**src/rtl/fpu_esc_dispatcher.sv**
```systemverilog
// Queued ESC-opcode dispatcher: writes the FPU bridge command register, then polls status until BUSY clears.
// Optional watchdog on the polling phase is enabled by defining FPU_DISPATCH_TIMEOUT_EN.
module fpu_esc_dispatcher #(
  parameter int          QUEUE_DEPTH    = 4,
  parameter logic [19:0] BRIDGE_BASE    = 20'hFFE0,
  parameter int          POLL_INTERVAL  = 4,
  parameter int          TIMEOUT_CYCLES = 1024
) (
  input  logic                           clk,
  input  logic                           reset_n,
  input  logic [7:0]                     instr_opcode,
  input  logic [7:0]                     instr_modrm,
  input  logic                           instr_valid,
  output logic                           instr_ready,
  input  logic                           flush,
  output logic                           done_valid,
  output logic                           done_esc,
  output logic                           done_timeout,
  output logic [15:0]                    done_status,
  output logic [19:0]                    bus_addr,
  output logic [15:0]                    bus_wdata,
  input  logic [15:0]                    bus_rdata,
  output logic                           bus_access,
  output logic                           bus_wr_en,
  input  logic                           bus_ack,
  output logic                           busy,
  output logic [$clog2(QUEUE_DEPTH):0]   queue_count
);

  localparam int PTR_W = $clog2(QUEUE_DEPTH);
  localparam int CNT_W = PTR_W + 1;
  localparam int IVL_W = $clog2(POLL_INTERVAL + 1);

  typedef enum logic [2:0] {IDLE, POP, WRITE_CMD, POLL_WAIT, POLL_READ, COMPLETE} state_t;

  state_t             state, state_n;
  logic [15:0]        mem [QUEUE_DEPTH];
  logic [PTR_W-1:0]   wr_ptr, rd_ptr;
  logic [CNT_W-1:0]   count;
  logic               full, empty, push, pop;
  logic [15:0]        head;
  logic               head_esc;
  logic [15:0]        cmd_reg;
  logic [15:0]        status_reg;
  logic [IVL_W-1:0]   ivl_cnt;
  logic               wd_hit;

  assign full     = (count == CNT_W'(QUEUE_DEPTH));
  assign empty    = (count == '0);
  assign push     = instr_valid && !full && !flush;
  assign pop      = (state == POP) && !empty && !flush;
  assign head     = mem[rd_ptr];
  assign head_esc = (head[7:3] == 5'b11011);

  // Flush wins over a simultaneous push; only not-yet-popped entries are lost.
  always_ff @(posedge clk or negedge reset_n) begin
    if (!reset_n) begin
      wr_ptr <= '0;
      rd_ptr <= '0;
      count  <= '0;
    end else if (flush) begin
      rd_ptr <= wr_ptr;
      count  <= '0;
    end else begin
      if (push) wr_ptr <= wr_ptr + PTR_W'(1);
      if (pop)  rd_ptr <= rd_ptr + PTR_W'(1);
      case ({push, pop})
        2'b10:   count <= count + CNT_W'(1);
        2'b01:   count <= count - CNT_W'(1);
        default: count <= count;
      endcase
    end
  end

  always_ff @(posedge clk) begin
    if (push) mem[wr_ptr] <= {instr_modrm, instr_opcode};
    if (pop)  cmd_reg     <= head;
  end

  always_ff @(posedge clk or negedge reset_n) begin
    if (!reset_n) begin
      status_reg <= '0;
      ivl_cnt    <= '0;
    end else begin
      if (pop)
        status_reg <= '0;
      else if (state == POLL_READ && bus_ack)
        status_reg <= bus_rdata;
      if ((state == WRITE_CMD || state == POLL_READ) && bus_ack)
        ivl_cnt <= IVL_W'(POLL_INTERVAL);
      else if (state == POLL_WAIT && ivl_cnt != '0)
        ivl_cnt <= ivl_cnt - IVL_W'(1);
    end
  end

`ifdef FPU_DISPATCH_TIMEOUT_EN
  localparam int WD_W = $clog2(TIMEOUT_CYCLES + 1);
  logic [WD_W-1:0] wd_cnt;
  logic            timeout_reg;

  assign wd_hit = (wd_cnt >= WD_W'(TIMEOUT_CYCLES));

  // Watchdog saturates at the limit so a long outstanding read cannot wrap it.
  always_ff @(posedge clk or negedge reset_n) begin
    if (!reset_n) begin
      wd_cnt      <= '0;
      timeout_reg <= 1'b0;
    end else begin
      if (state == WRITE_CMD && bus_ack)
        wd_cnt <= '0;
      else if ((state == POLL_WAIT || state == POLL_READ) && !wd_hit)
        wd_cnt <= wd_cnt + WD_W'(1);
      if (pop)
        timeout_reg <= 1'b0;
      else if (wd_hit && (state == POLL_WAIT || (state == POLL_READ && bus_ack)))
        timeout_reg <= 1'b1;
    end
  end

  assign done_timeout = (state == COMPLETE) && timeout_reg;
`else
  logic unused_timeout_cfg;
  assign unused_timeout_cfg = ^TIMEOUT_CYCLES;
  assign wd_hit       = 1'b0;
  assign done_timeout = 1'b0;
`endif

  always_ff @(posedge clk or negedge reset_n) begin
    if (!reset_n) state <= IDLE;
    else          state <= state_n;
  end

  always_comb begin
    state_n = state;
    case (state)
      IDLE:      if (!empty) state_n = POP;
      POP: begin
        if (flush || empty) state_n = IDLE;
        else if (head_esc)  state_n = WRITE_CMD;
        else                state_n = COMPLETE;
      end
      WRITE_CMD: if (bus_ack) state_n = POLL_WAIT;
      POLL_WAIT: begin
        if (wd_hit)                    state_n = COMPLETE;
        else if (ivl_cnt <= IVL_W'(1)) state_n = POLL_READ;
      end
      POLL_READ: begin
        if (bus_ack) begin
          if (!bus_rdata[15] || wd_hit) state_n = COMPLETE;
          else                          state_n = POLL_WAIT;
        end
      end
      COMPLETE:  state_n = IDLE;
      default:   state_n = IDLE;
    endcase
  end

  // Bus strobes are pure decodes of the state, so an async reset drops them at once.
  always_comb begin
    bus_access = 1'b0;
    bus_wr_en  = 1'b0;
    bus_addr   = '0;
    bus_wdata  = '0;
    if (state == WRITE_CMD) begin
      bus_access = 1'b1;
      bus_wr_en  = 1'b1;
      bus_addr   = BRIDGE_BASE;
      bus_wdata  = cmd_reg;
    end else if (state == POLL_READ) begin
      bus_access = 1'b1;
      bus_addr   = BRIDGE_BASE + 20'd2;
    end
  end

  assign done_valid  = (state == COMPLETE);
  assign done_esc    = (state == COMPLETE) && (cmd_reg[7:3] == 5'b11011);
  assign done_status = (state == COMPLETE) ? status_reg : 16'h0000;
  assign instr_ready = !full;
  assign queue_count = count;
  assign busy        = (state != IDLE) || !empty;

endmodule

```
**config.mk**
```make
export PLATFORM = sky130hd
export DESIGN_NAME = fpu_esc_dispatcher
export DESIGN_NICKNAME = d
export VERILOG_FILES = /design/src/rtl/fpu_esc_dispatcher.sv
export SDC_FILE = /design/constraint.sdc
export NUM_CORES = 1
export LEC_CHECK = 0
export BUFFER_PORTS_ARGS = -buffer_cell sky130_fd_sc_hd__buf_2
export CORE_MARGIN = 3
export CORE_UTILIZATION = 55
export CTS_BUF_LIST = sky130_fd_sc_hd__clkbuf_16
export CTS_CLUSTER_DIAMETER = 30
export CTS_CLUSTER_SIZE = 20
export DETAILED_ROUTE_END_ITERATION = 8
export PLACE_DENSITY = 0.81
export SETUP_SLACK_MARGIN = 0.2
export SYNTH_ARGS = -nofsm -noshare
export SYNTH_HDL_FRONTEND = slang
export SYNTH_SLANG_ARGS = --single-unit
```
**constraint.sdc**
```tcl
create_clock -name clk -period 5.6 [get_ports clk]
set_clock_uncertainty 0.15 [all_clocks]
set_input_delay 0.84 -clock clk [delete_from_list [all_inputs] [get_ports clk]]
set_output_delay 0.84 -clock clk [all_outputs]
set_load 0.02 [all_outputs]
```
==> summary.md <==
| Metric | Value |
|---|---|
| Critical Path RT | between 4 and 5 ns |
| Max frequency | 313 MHz |
| PortBufs | between 80 and 90 |
| Initial core utilization | about 58% |
| Syn. warnings | 0 |
| Pint | 1.64 mW |
| Slowest CP cell | nor2_1 |
| Vias in the first global route | about 2,700 |
| HP Class | reg -> reg |
| Max Cap Viol | 0 |
| Worst-skew pair later-pin latency | about 0.34 ns |
| Kind of critical path | reg -> out |
| Pwr dens | roughly 440 nW/µm² |
| H-tree levels | 3 |
| Clock share of power | ~24% |
| Core area | 8340 µm² |
| Most frequent cells in the layout | buf_2, edfxtp_1, nand2_1 |
| Synthesized area per cell | ~14 µm² |
| Worst Min Path Start | status_reg[0] |
| FF+latch area | between 3000 and 4000 µm² |
| Peak supply drop | roughly 0.21 mV |
| Post-CTS Setup Bufs | 0 |
| Synthesized flop and latch total | between 100 and 150 |
| # clock sinks | about 110 |
| Sw Pwr | 796 µW |
| Crit-path max FO | 17 |
| Die height | 99.6 µm |
| Post-Syn Area | 4820 µm² |
| Crit path from | state[2] |
| Rel. slew slack | between 20% and 30% |
| Buffers and inverters on the worst path | 1 |
| Antenna violations before repair | 1 |
| Placer Congestion | 0.884 |
| Fin worst setup slack | around 2.4 ns |
| FP Rows | 33 |
| Post-synthesis sequential area ratio | roughly 65% |
| Worst setup SP type | register |
| CTS tree | done |
| CTS Hold Bufs | 0 |
| Delay-heaviest family, CP | simple AND/OR/NAND/NOR gates |
| Reg clk slew, reported paths | around 0.070 ns |
| Nets | 460 |
| Tmin final | between 3 and 4 ns |
| Static leakage | around 2.2 nW |
| Final Slew Violations | 0 |
| Final period utilization | roughly 57% |
| N_diodes | 0 |
| Drt first pass iters | 4 |
| Largest net degree at the start of global routing | 35 |
| Worst Setup End Kind | output pin |
| Setup TNS Final | 0 ns |
| Post-Synthesis Cells | around 340 |
| Commonest non-fill, non-tap cell in the layout | buf_2 |
| Final antenna-violating net count | 0 |
| Synth unique cells | between 40 and 50 |
| Die area | between 9000 and 10,000 µm² |
| Worst Tran Pin Value | 1.10 ns |
| Share of layout cells above drive strength 1 | 31.2% |
| Initial DRC count | roughly 130 |
| Routed vias | 2,854 |
| Asr flop ratio synth | approximately a quarter |
| Area delta synth->final | 14.2% |
| Sequential power share | about half |
| Switching power share of the total | about 33% |
| Fin. Hold Viols | 0 |
| Comb power frac | a little over a quarter |
| Final std cells w/o fill | about 530 |
| Post-synth EDFFs | 80 |
| Ys flop type | edfxtp_1 |
| RSZ-0062 raised after global routing | false |
| Pre-CTS setup slack | about 2.7 ns |
| Placed cell count | 509 |
| # fillers | 600 |
| Gr ovfl total | 0 |
| Top Ports | between 90 and 100 |
| Run status | finished, final reports clean |
| Max reg flops | 64 |
| Gr usage total | a little under a fifth |
| Die W | between 90 and 100 µm |
| CP Cell Sequence | nand2b_1 -> nor2_1 -> and2_1 -> buf_2 |
| Total routed wirelength | just under 9 mm |
| Critical path arrival | 2.21 ns |
| Critical R2R Launch | rd_ptr[0] |
| CTS Buffer Depth | 2 |
| PostCTS Resize Cnt | 0 |
| Global-route wire length before repair | roughly 14 mm |
| Drt drc | 0 |
| Multi-input gate area | 1470 µm² |
| Drt wl/cell | between 15 and 20 µm |
| Clock buffer count from CTS | 9 |
| Setup-failing EPs final | 0 |
| Hold slack | ~0.37 ns |
| CTS root buf | clkbuf_16 |
| Slowest Stage Delay on Critical Path | 0.73 ns |
| Post-DP HPWL | a little over 6 mm |
| Post-DR vias/cell | roughly 5.4 |
## Yosys cell counts (3+ instances only)
master / count / area share, %
edfxtp_1: 80 / 50
a21oi_1: 23 / 2.4
dfrtp_1: 29 / 15
inv_1: 9 / 0.70
nand2_1: 41 / 3.2
buf_2: 4 / 0.42
ha_1: 7 / 1.8
nor3_1: 4 / 0.42
nand2b_1: 3 / 0.39
nor2_1: 5 / 0.39
buf_4: 19 / 3.0
clkbuf_1: 11 / 0.86
o21ai_0: 8 / 0.83
nand3b_1: 3 / 0.47
and2_1: 37 / 4.8
mux4_2: 16 / 7.5
or3b_1: 3 / 0.55
## power by group through the flow
| stage | clock [mW] | sequential, mW | combinational [mW] |
|---|---|---|---|
| after detailed placement | 0 | 1.21 | 0.663 |
| after global placement | 0 | 1.19 | 0.636 |
| after CTS | 0.607 | 1.19 | 0.669 |
| after global routing | 0.636 | 1.21 | 0.729 |
| after floorplan | 0 | 1.12 | 0.586 |
| final | 0.593 | 1.19 | 0.660 |
## cell families (layout without fill, tap and decap cells)
kind of cell | count (synthesis) | in the layout | synth area share (%)
simple gates | 111 | 111 | 12.8
flops | 109 | 109 | 65.0
compound gates | 46 | 46 | 6.05
buf+inv | 45 | 115 | 5.25
mux | 18 | 18 | 7.95
fa+ha+maj | 8 | 8 | 2.23
xor+xnor | 4 | 4 | 0.728
other cells | 1 | 9 | 0.0779
## worst reg2reg max path, cell delays in order (launching register included)
cell	delay, ns
dfrtp_1	1.07
mux4_2	0.66
nand3b_1	0.23
o21ai_0	0.21
o211ai_1	0.14
## routing by layer
layer / share of wire (%) / track usage [%]
met1: 42 / 24.4
met2: 48 / 30.8
met3: 7.6 / 4.07
met4: 1.5 / 7.46
met5: 0.11 / 0
## per-stage QoR
stage	total power [mW]	cell area, µm²	utilization, %
after floorplan	1.70	4850	-
after global placement	1.83	5220	62.5
after CTS	2.47	5500	65.9
after global routing	2.58	5500	65.9
final	2.44	5500	65.9
after detailed placement	1.87	5220	62.5
## path summary, 6_finish.rpt
check | to | slack [ns] | cells after the start
setup / recovery | bus_wdata[0] | 2.40 | 4
hold / removal | status_reg[0] | 0.37 | 2
setup reg to reg | state[0] | 2.97 | 4
hold reg to reg | status_reg[0] | 0.37 | 2
max in group asynchronous | queue_count[2] | 4.49 | 1
min in group asynchronous | ivl_cnt[0] | 0.38 | 1
## final cells by class
class,instances,area share (%)
repair buffers,90,8.23
well taps,105,2.39
inverters,9,0.614
clock buffers,9,4.09
flip-flops and latches,109,56.9
multi-input cells,196,26.7
clock inverters,7,1.07
Power figures use the tool's default switching activity.
